<file path="config.mk">
export PLATFORM = sky130hd
export DESIGN_NAME = rpn_stack_unit
export DESIGN_NICKNAME = d
export VERILOG_FILES = /design/src/rtl/rpn_stack_unit.sv
export SDC_FILE = /design/constraint.sdc
export NUM_CORES = 1
export LEC_CHECK = 0
export BUFFER_PORTS_ARGS = -buffer_cell sky130_fd_sc_hd__buf_2
export CAP_MARGIN = 20
export CORE_MARGIN = 3
export CORE_UTILIZATION = 55
export DETAILED_ROUTE_END_ITERATION = 12
export GPL_TIMING_DRIVEN = 0
export PLACE_DENSITY = 0.79
export RECOVER_POWER = 50
export SLEW_MARGIN = 5
export SYNTH_ARGS = -nofsm -noshare
export SYNTH_HDL_FRONTEND = slang
export SYNTH_SLANG_ARGS = --single-unit
</file>
<file path="constraint.sdc">
create_clock -name clk -period 2.9 [get_ports clk]
set_clock_uncertainty 0.05 [all_clocks]
set_input_delay 0.145 -clock clk [delete_from_list [all_inputs] [get_ports clk]]
set_output_delay 0.145 -clock clk [all_outputs]
set_load 0.01 [all_outputs]
</file>
<file path="src/rtl/rpn_stack_unit.sv">
// rpn_stack_unit: RPN operand stack with add/iterative signed multiply; define RPN_SUB_EN to enable SUB (op 5)
module rpn_stack_unit #(
  parameter int WIDTH = 8,
  parameter int DEPTH = 4
) (
  input  logic                       clk,
  input  logic                       rst_n,
  input  logic                       op_valid,
  output logic                       op_ready,
  input  logic [2:0]                 op_code,
  input  logic [WIDTH-1:0]           din,
  output logic [WIDTH-1:0]           top,
  output logic                       top_valid,
  output logic [$clog2(DEPTH+1)-1:0] depth_count,
  output logic [DEPTH-1:0]           occupancy,
  output logic                       stack_oflw,
  output logic                       arith_oflw,
  output logic                       busy
);
  localparam int CW = $clog2(DEPTH+1);
  localparam int MW = $clog2(WIDTH+1);
  typedef enum logic [1:0] {IDLE, MUL, COMMIT} state_t;
  state_t state;
  logic [WIDTH-1:0] stk [DEPTH];
  logic [WIDTH-1:0] e0, e1, sum, res, abs0, abs1, mb;
  logic [2*WIDTH-1:0] ma, acc, prod;
  logic [MW-1:0] mcnt;
  logic neg, add_ov, res_ov, is_sub, mul_ov;
  logic go, two, push_ok, pop_ok, bin_ok, mul_ok, clr;
  assign e0 = stk[0];
  assign e1 = stk[1];
  assign sum = e0 + e1;
  assign add_ov = (e0[WIDTH-1] == e1[WIDTH-1]) && (sum[WIDTH-1] != e0[WIDTH-1]);
`ifdef RPN_SUB_EN
  logic [WIDTH-1:0] diff;
  logic sub_ov;
  assign diff = e1 - e0;
  assign sub_ov = (e0[WIDTH-1] != e1[WIDTH-1]) && (diff[WIDTH-1] != e1[WIDTH-1]);
  assign is_sub = op_code == 3'd5;
  assign res = is_sub ? diff : sum;
  assign res_ov = is_sub ? sub_ov : add_ov;
`else
  assign is_sub = 1'b0;
  assign res = sum;
  assign res_ov = add_ov;
`endif
  assign abs0 = e0[WIDTH-1] ? -e0 : e0;
  assign abs1 = e1[WIDTH-1] ? -e1 : e1;
  assign prod = neg ? -acc : acc;
  assign mul_ov = prod != {{WIDTH{prod[WIDTH-1]}}, prod[WIDTH-1:0]};
  assign op_ready = state == IDLE;
  assign busy = ~op_ready;
  assign top = stk[0];
  assign top_valid = depth_count != '0;
  assign go = op_valid && op_ready;
  assign two = depth_count >= CW'(2);
  assign push_ok = go && op_code == 3'd1;
  assign pop_ok = go && op_code == 3'd2 && top_valid;
  assign bin_ok = go && (op_code == 3'd3 || is_sub) && two;
  assign mul_ok = go && op_code == 3'd4 && two;
  assign clr = go && op_code == 3'd6;
  always_comb begin
    occupancy = '0;
    for (int i = 0; i < DEPTH; i++) occupancy[i] = int'(depth_count) > i;
  end
  always_ff @(posedge clk) begin
    if (!rst_n || clr) begin
      for (int i = 0; i < DEPTH; i++) stk[i] <= '0;
      depth_count <= '0;
      stack_oflw <= 1'b0;
      arith_oflw <= 1'b0;
      state <= IDLE;
      ma <= '0;
      mb <= '0;
      acc <= '0;
      mcnt <= '0;
      neg <= 1'b0;
    end else begin
      if (push_ok) begin
        for (int i = 1; i < DEPTH; i++) stk[i] <= stk[i-1];
        stk[0] <= din;
        if (depth_count < CW'(DEPTH)) depth_count <= depth_count + CW'(1);
        else begin
          stack_oflw <= 1'b1;
          arith_oflw <= 1'b0;
        end
      end
      if (pop_ok || bin_ok || state == COMMIT) begin
        for (int i = 0; i < DEPTH-1; i++) stk[i] <= stk[i+1];
        stk[DEPTH-1] <= '0;
        depth_count <= depth_count - CW'(1);
        stack_oflw <= 1'b0;
      end
      if (pop_ok) arith_oflw <= 1'b0;
      if (bin_ok) begin
        stk[0] <= res;
        arith_oflw <= res_ov;
      end
      if (mul_ok) begin
        ma <= {{WIDTH{1'b0}}, abs0};
        mb <= abs1;
        acc <= '0;
        neg <= e0[WIDTH-1] ^ e1[WIDTH-1];
        mcnt <= MW'(WIDTH);
        state <= MUL;
      end
      if (state == MUL) begin
        acc <= acc + (mb[0] ? ma : '0);
        ma <= ma << 1;
        mb <= mb >> 1;
        mcnt <= mcnt - MW'(1);
        if (mcnt == MW'(1)) state <= COMMIT;
      end
      if (state == COMMIT) begin
        stk[0] <= prod[WIDTH-1:0];
        arith_oflw <= mul_ov;
        state <= IDLE;
      end
    end
  end
endmodule

</file>
# Yosys cells after proc, flatten, opt, wreduce, memory -nomap -nowiden

Memory sizes are Yosys's and may differ from the RTL's.
Cells that the tools add are included.
Widths: inputs -> output; s select.

Memory bits (writable): 32
Bits in registers: 52
Memories: 1
Output and inout bits: 20

Add/sub/neg operators: 8
Multiplexer cells: 47
Bitwise gates (word level): 13
Magnitude comparators: 6
Equality and inequality tests: 12
Reductions and logical operators: 26

Memories:

| memory | depth | width | read ports | clocked after memory_dff | wr ports | RTL line | RTL |
|---|---|---|---|---|---|---|---|
| stk    | 4     | 8     | 4          | 0                        | 4        | 24       | `logic [WIDTH-1:0] stk [DEPTH];` |

Operators with widths:

| kind               | count |
|---|---|
| $mux 16            | 6 |
| $mux 8             | 12 |
| $mux 1             | 19 |
| $add 16x16->16     | 1 |
| $neg 16->16        | 1 |
| $neg 8->8          | 2 |
| $mux 7             | 2 |
| $logic_and 1x1->1  | 10 |
| $or 1x1->1         | 10 |
| $mux 3             | 3 |
| $add 8x8->8        | 1 |
| $mux 4             | 2 |
| $ne 8x8->1         | 1 |
| $eq 3x2->1 const B | 2 |
| $eq 3x3->1 const B | 2 |
| $gt 3x1->1 const B | 2 |
| $gt 3x2->1 const B | 2 |
| $mux 2             | 3 |
| $reduce_and 2->1   | 3 |
| $reduce_bool 2->1  | 3 |
| $reduce_or 2->1    | 3 |
| $eq 4x1->1 const B | 1 |
| $ne 4x3->1 const B | 1 |
| $reduce_bool 4->1  | 1 |
| 16 further kinds   | 19 |

# Longest topological paths before layout

Gate-level depths: netlist of the first run.

Depth in word-level cells: 12
Depth in mapped cells: 13
Depth with buffers taken out: 12

# Worst setup path before layout of the first run

OpenSTA, ideal clock, no wires.

Path kind: register to register
Start point: register acc[1]
End point: register arith_oflw
Period minus slack after synthesis: 2.900 ns
Data required time: 2.730 ns
Path buffers: 1
Setup time: 0.120 ns
Data arrival time: 2.730 ns
Slack: 0.000 ns
Cell stages (with the launch flop): 12
Cells stage by stage: dfxtp_1 inv_1 ha_1 or4b_2 clkbuf_1 o41ai_1 xnor2_1 nand2_1 or4_1 nor2_1 o21ai_1 a211o_1

Cells in the longest elaborated chain, start to end: 4

Ends and longest elaborated chain:

| what                   | RTL line | RTL |
|---|---|---|
| from (decl)            | 26       | `logic [2*WIDTH-1:0] ma, acc, prod;` |
| from (signal assigned) | 108      | `acc <= acc + (mb[0] ? ma : '0);` |
| $neg 16->16            | 49       | `assign prod = neg ? -acc : acc;` |
| $mux 16                | 49       |  |
| $ne 8x8->1             | 50       | `assign mul_ov = prod != {{WIDTH{prod[WIDTH-1]}}, prod[WIDTH-1:0]};` |
| $mux 1                 | 114      | `if (state == COMMIT) begin` |
| to (signal assigned)   | 97       | `arith_oflw <= res_ov;` |
| to (signal assigned)   | 116      | `arith_oflw <= mul_ov;` |
| to (decl)              | 17       | `output logic arith_oflw,` |

Every way passes these cells.
A chain may end at the register's enable or synchronous reset.

# Worst setup path in the final report of the first run

Start point: register mb[0]
End point: register acc[15]

Cells in the longest elaborated chain, start to end: 3

Ends and longest elaborated chain:

| what                   | RTL line | RTL |
|---|---|---|
| from (decl)            | 25       | `logic [WIDTH-1:0] e0, e1, sum, res, abs0, abs1, mb;` |
| from (signal assigned) | 101      | `mb <= abs1;` |
| from (signal assigned) | 110      | `mb <= mb >> 1;` |
| $mux 16                | 108      |  |
| $add 16x16->16         | 108      |  |
| $mux 16                | 107      | `if (state == MUL) begin` |

Every way passes these cells.

==> results.py, run 1 <==
metrics = {
    "status": {
        "status": "complete, no violations",
    },
    "clocking": {
        "cts_root_buf": "clkbuf_8",
        "cts_tree": "done",
        "clock_latency_ns": 0.38,
        "cts_max_path_buffers": 2,
        "path_clk_slew_ns": 0.10,
        "cts_made_buffers": 9,
        "htree_num_levels": 3,
        "cts_sinks": 84,
    },
    "synthesis": {
        "syn_area_sq_um": 5240,
        "synth_ff_type": "dfxtp_1",
        "synthTopCellsByCount": "80 x nor2_1, 71 x nand2_1, 60 x dfxtp_1",
        "yosys.cell_count.top_type": "nor2_1",
        "postSynthCellCount": 632,
        "post-synth-top-area-fraction": 0.229,
        "syn_nets": 681,
        "synth-seq-area-share": 0.367,
        "synth_cell_types": 57,
        "ys_ff_latch": 84,
        "synth.avg_cell_area_sq_um": 8.30,
        "async_flop_share": 0,
        "synth_enable_flop_cells": 24,
        "ys_top_cells_by_area": "dfxtp_1 23%, edfxtp_1 14%, ha_1 7.9%, nor2_1 5.7%, a21oi_1 5.3%",
        "yosysWarnings": 0,
        "yosys.area.top_type": "dfxtp_1",
    },
    "die": {
        "die_area_sq_um": 10700,
        "std_cell_rows": 34,
        "die_y_um": 104,
        "ios": 34,
        "start_util": 0.584,
        "core_area_sq_um": 8980,
        "dieWidth_um": 104,
    },
    "timing": {
        "final-setup-viol-count": 0,
        "final.period_utilization": 0.973,
        "hold_viol": 0,
        "min_period_ns": 2.82,
        "grt_setup_unrepaired": "true",
        "tightest_slew_ns": 0.622,
        "tns_ns": 0,
        "slew_viol_final": 0,
        "fmax_mhz": 354,
        "relSlewSlack": 0.585,
    },
    "final_layout": {
        "finalInstanceArea_sq_um": 6090,
        "final_util": 0.679,
        "seq_area_sq_um": 1940,
        "area_delta_synth_final_pct": 16.2,
        "final_cells": 830,
        "drive_above_1_share": 0.138,
        "fillers": 706,
        "antenna_cells": 0,
        "nNetsFinal": 748,
        "multi_input_area_sq_um": 3250,
    },
    "route": {
        "post_drt_wl_per_cell_um": 18.2,
        "final_antenna_net_count": 0,
        "remaining_drc_errors": 0,
        "first_pass_iters": 5,
        "drtIter0Drc": 483,
        "vias_per_cell": 6.27,
        "vias": 5203,
        "wl_mm": 15.1,
    },
    "setup_path": {
        "critPathLaunchType": "flip-flop",
        "path_class": "flip-flop to flip-flop",
        "path_max_fanout": 10,
        "worst_setup_path_end_kind": "flip-flop",
        "critPathArrivalTime_ns": 3.07,
        "required_ns": 3.15,
    },
    "global_route": {
        "grt_start_max_net_pins": 15,
        "antenna_found_initial": 0,
        "first_global_vias": 4830,
        "grt_usage": 0.264,
        "grt_overflow": 0,
        "grt_pass1_wl_mm": 23.3,
    },
    "power_and_ir_drop": {
        "finalPower_mw": 2.39,
        "power_density_nw_per_um2": 392,
        "max-vdd-ir-drop_mv": 0.302,
        "p_leak_nw": 2.37,
    },
    "placement": {
        "port_buffers": 33,
        "dpl.cell_count": 791,
        "hpwl_mm": 10.1,
        "gp_congestion": 0.899,
        "placed_cell_area_sq_um": 5570,
    },
    "run": {
        "maxCapViolCount": 0,
    },
    "worst_hold_path": {
        "holdCritPathClass": "input port to flip-flop",
    },
}
## stage by stage
stage / hold WS (ns) / worst slack [ns]
6_report: 0.0843 / 0.0775
5_1_grt: 0.0929 / -0.0783
4_1_cts: 0.0840 / 0.0105
3_5_place_dp: 0.397 / -0.369
3_3_place_gp: 0.392 / -0.303
2_1_floorplan: 0.365 / 0.000113
## cells in the final DEF, fill, tap and decap left out, types with 14 or more instances in the layout
cell and instances:
nor2_1 79, nand2_1 70, a21oi_1 54, dfxtp_1 52, clkbuf_1 45, ha_1 29
edfxtp_1 24, xnor2_1 23, nand3_1 21, buf_4 21, a221oi_1 20, buf_2 20
inv_1 18, o21ai_0 16, xor2_1 15, and2_1 14, a22oi_1 14
## final cells by class
| class | instances | area share |
|---|---|---|
| Buffer | 35 | 0.0238 |
| Clock buffer | 11 | 0.0232 |
| Clock inverter | 5 | 0.00986 |
| Inverter | 20 | 0.0127 |
| Multi-Input combinational cell | 491 | 0.533 |
| Sequential cell | 84 | 0.319 |
| Tap cell | 126 | 0.0259 |
| Timing Repair Buffer | 58 | 0.0526 |
## worst max-delay path, cell delays in order (launching register included)
cell and delay (ns):
dfxtp_4 0.37, buf_6 0.14, nand2_2 0.09, inv_1 0.08, ha_4 0.28, a211oi_2 0.06, o21bai_1 0.22, o211ai_1 0.18
a211oi_2 0.33, nor3_2 0.10, o31a_1 0.31, or4_1 0.39, a31oi_1 0.13
## sequential cells by signal, indices dropped and copies added (netlist names)
register,flops
stk,32
acc,16
ma,16
mb,8
mcnt,4
depth_count,3
state,2
arith_oflw,1
neg,1
stack_oflw,1
## power breakdown
part	switching (mW)	leakage, nW	internal (mW)
clock	0.470	0.0999	0.426
sequential	0.0268	0.740	1.23
combinational	0.152	1.53	0.0852
## path summary, 6_finish.rpt
kind,depth (start not counted),slack (ns),start,to
max,12,0.08,mb[0],acc[15]
min,3,0.08,din[5],stk[0][5]
max reg2reg,12,0.08,mb[0],acc[15]
min reg2reg,2,0.41,stk[3][4],stk[3][4]
## routing by layer
metal / GRT usage / vias up / routed length (um)
li1: - / 2417 / -
met1: 0.345 / 2437 / 6100
met2: 0.431 / 294 / 7080
met3: 0.0585 / 55 / 1480
met4: 0.0969 / 0 / 472
met5: 0 / - / 0
## kinds of logic (layout without fill, tap and decap cells)
logic type,count (synthesis),after routing,synth area share
and+or+nand+nor,242,242,0.213
AOI/OAI and AO/OA,170,170,0.217
buffers and inverters,57,129,0.0418
DFF,84,84,0.367
xor gates and xnor gates,39,39,0.0652
muxes,5,5,0.00979
adders and majority gates,35,35,0.0864
## repair_timing
action | 4_1_cts | 5_1_grt
hold buffers | 0 | 0
pin swaps | 2 | 17
cloned | 0 | 0
setup buffers | 7 | 18
gates resized for setup | 11 | 36
endpoints found under the setup margin | 7 | 32
Power figures use the tool's default switching activity.
==> run 2: changes to the inputs <==
- CORE_UTILIZATION: 55 -> 60
- PLACE_DENSITY: 0.79 -> 0.76
- clock period: 2.9 -> 2.85 ns (I/O delays scaled with it)
==> run 2 against run 1 <==
  * Final cell count shrank 3.9%
  * Core utilization grew 3.9 points
  * Register-to-register slack lost 0.04 ns
  * Clock power shrank 2%
  * Flip-flop and latch count is the same
  * Critical path type unchanged
  * Critical endpoint is now arith_oflw
  * Largest power group unchanged
==> results.py, run 2 (same netlist as run 1, synthesis figures left out) <==
metrics = {
    "power_and_ir_drop": {
        "power_density_nw_per_um2": 398,
        "intPower_mw": 1.74,
        "p_comb_frac": 0.095,
        "switchingPower_mw": 0.648,
        "power.share.sequential": 0.538,
        "p_leak_nw": 2.31,
        "finalPower_mw": 2.38,
        "p_sw_frac": 0.272,
        "max-vdd-ir-drop_mv": 0.280,
        "clock_power_share": 0.367,
    },
    "timing": {
        "min_period_ns": 2.81,
        "final.period_utilization": 0.987,
        "final-setup-viol-count": 0,
        "grt_setup_unrepaired": "true",
        "tns_ns": 0,
        "fmax_mhz": 355,
        "fin_ws_ns": 0.0358,
        "hold_viol": 0,
        "relSlewSlack": 0.529,
        "slew_viol_final": 0,
        "tightest_slew_ns": 0.706,
    },
    "clocking": {
        "cts_root_buf": "clkbuf_8",
        "htree_num_levels": 3,
        "cts_tree": "done",
        "cts_max_path_buffers": 2,
        "clock_latency_ns": 0.36,
        "path_clk_slew_ns": 0.10,
        "cts_sinks": 84,
        "cts_made_buffers": 9,
    },
    "die": {
        "die_area_sq_um": 9900,
        "core_area_sq_um": 8340,
        "ios": 34,
        "std_cell_rows": 33,
        "die_y_um": 99.5,
        "start_util": 0.629,
        "dieWidth_um": 99.5,
    },
    "final_layout": {
        "area_delta_synth_final_pct": 14.2,
        "fillers": 664,
        "final_cell_mix": "80 x nor2_1, 70 x nand2_1, 54 x dfxtp_1",
        "reg_top3": "stk (32), acc (16), ma (16)",
        "final_common_cell": "nor2_1",
        "seq_area_sq_um": 1940,
        "top_register": "stk",
        "antenna_cells": 0,
        "drive_above_1_share": 0.126,
        "multi_input_area_sq_um": 3250,
        "nNetsFinal": 737,
        "final_util": 0.718,
        "largest_reg_flops": 32,
    },
    "route": {
        "remaining_drc_errors": 0,
        "vias": 4961,
        "final_antenna_net_count": 0,
        "vias_per_cell": 6.22,
        "drtIter0Drc": 376,
        "post_drt_wl_per_cell_um": 17.9,
        "first_pass_iters": 6,
        "wl_mm": 14.3,
    },
    "global_route": {
        "grt_pass1_wl_mm": 22.6,
        "grt_usage": 0.290,
        "first_global_vias": 4499,
        "grt_start_max_net_pins": 16,
        "antenna_found_initial": 0,
        "grt_overflow": 0,
    },
    "placement": {
        "gp_congestion": 0.888,
        "port_buffers": 33,
        "hpwl_mm": 10.2,
        "pre_cts_ws_ns": -0.455,
    },
    "setup_path": {
        "worst_setup_path_end_kind": "flip-flop",
        "required_ns": 3.07,
        "critPathArrivalTime_ns": 3.03,
        "path_cells": "or3_1 > or3_4 > o31a_2 > xnor2_1 > or4_1 > nor2_1 > o21ai_1 > a211o_1",
        "critical_path.max_stage_delay_ns": 0.54,
        "path_class": "flip-flop to flip-flop",
        "crit_slowest_cell": "or4_1",
        "critPathLaunchType": "flip-flop",
        "path_max_fanout": 7,
    },
    "run": {
        "maxCapViolCount": 0,
    },
    "worst_hold_path": {
        "holdCritPathClass": "input port to flip-flop",
    },
    "status": {
        "status": "complete, no violations",
    },
}
-- run 2: cell types whose count changed in the layout (fill, tap and decap cells not counted), sizes merged --
cell      delta
buf         -11
clkinv       +2
bufinv       -1
clkinvlp     -1
-- run 2: metrics by stage --
step / std cells / area [sq um] / hold WS, ns
after floorplan: 632 / 5250 / 0.362
after global placement: 770 / 5550 / 0.391
after detailed placement: 770 / 5550 / 0.397
after CTS: 789 / 5830 / 0.0881
after global routing: 798 / 5990 / 0.109
final: 798 / 5990 / 0.101
-- run 2: final cells by class --
| type | count | area share |
|---|---|---|
| Buffer | 35 | 0.0245 |
| Clock buffer | 11 | 0.0272 |
| Clock inverter | 5 | 0.00711 |
| Inverter | 20 | 0.0125 |
| Multi-Input combinational cell | 491 | 0.543 |
| Sequential cell | 84 | 0.324 |
| Tap cell | 105 | 0.0219 |
| Timing Repair Buffer | 47 | 0.0403 |
-- run 2: per-layer routing --
| layer | GRT usage | wire (um) | vias to the layer above |
|---|---|---|---|
| li1 | - | - | 2396 |
| met1 | 0.409 | 6400 | 2347 |
| met2 | 0.455 | 6490 | 189 |
| met3 | 0.0498 | 1130 | 29 |
| met4 | 0.0935 | 266 | 0 |
| met5 | 0 | 0 | - |
-- run 2: final timing paths --
path,depth (start not counted),slack [ns],endpoint,from
worst max register to register,8,0.04,arith_oflw,acc[3]
worst min-delay path,3,0.10,stk[0][4],din[4]
worst min register to register,2,0.41,stk[3][0],stk[3][0]
worst max-delay path,8,0.04,arith_oflw,acc[3]
-- run 2: what timing repair did --
item,4_1_cts,5_1_grt
resized for setup,15,31
pin swaps,3,15
setup endpoints to repair,9,17
buffers inserted,5,9
hold buffers,0,0
-- run 2: power groups by stage --
stage	Combinational [mW]	Sequential (mW)	Clock (mW)
2_1_floorplan	0.139	1.30	0
3_3_place_gp	0.202	1.31	0
3_5_place_dp	0.207	1.31	0
4_1_cts	0.221	1.28	0.875
5_1_grt	0.246	1.28	0.916
6_report	0.226	1.28	0.875
-- run 2: critical path: cells and delay by family, from the launching register on --
family	cells	cell delay [ns]
flip-flops	1	0.41
AO/OA/AOI/OAI	3	0.65
XOR/XNOR	1	0.17
AND/OR/NAND/NOR	4	1.44
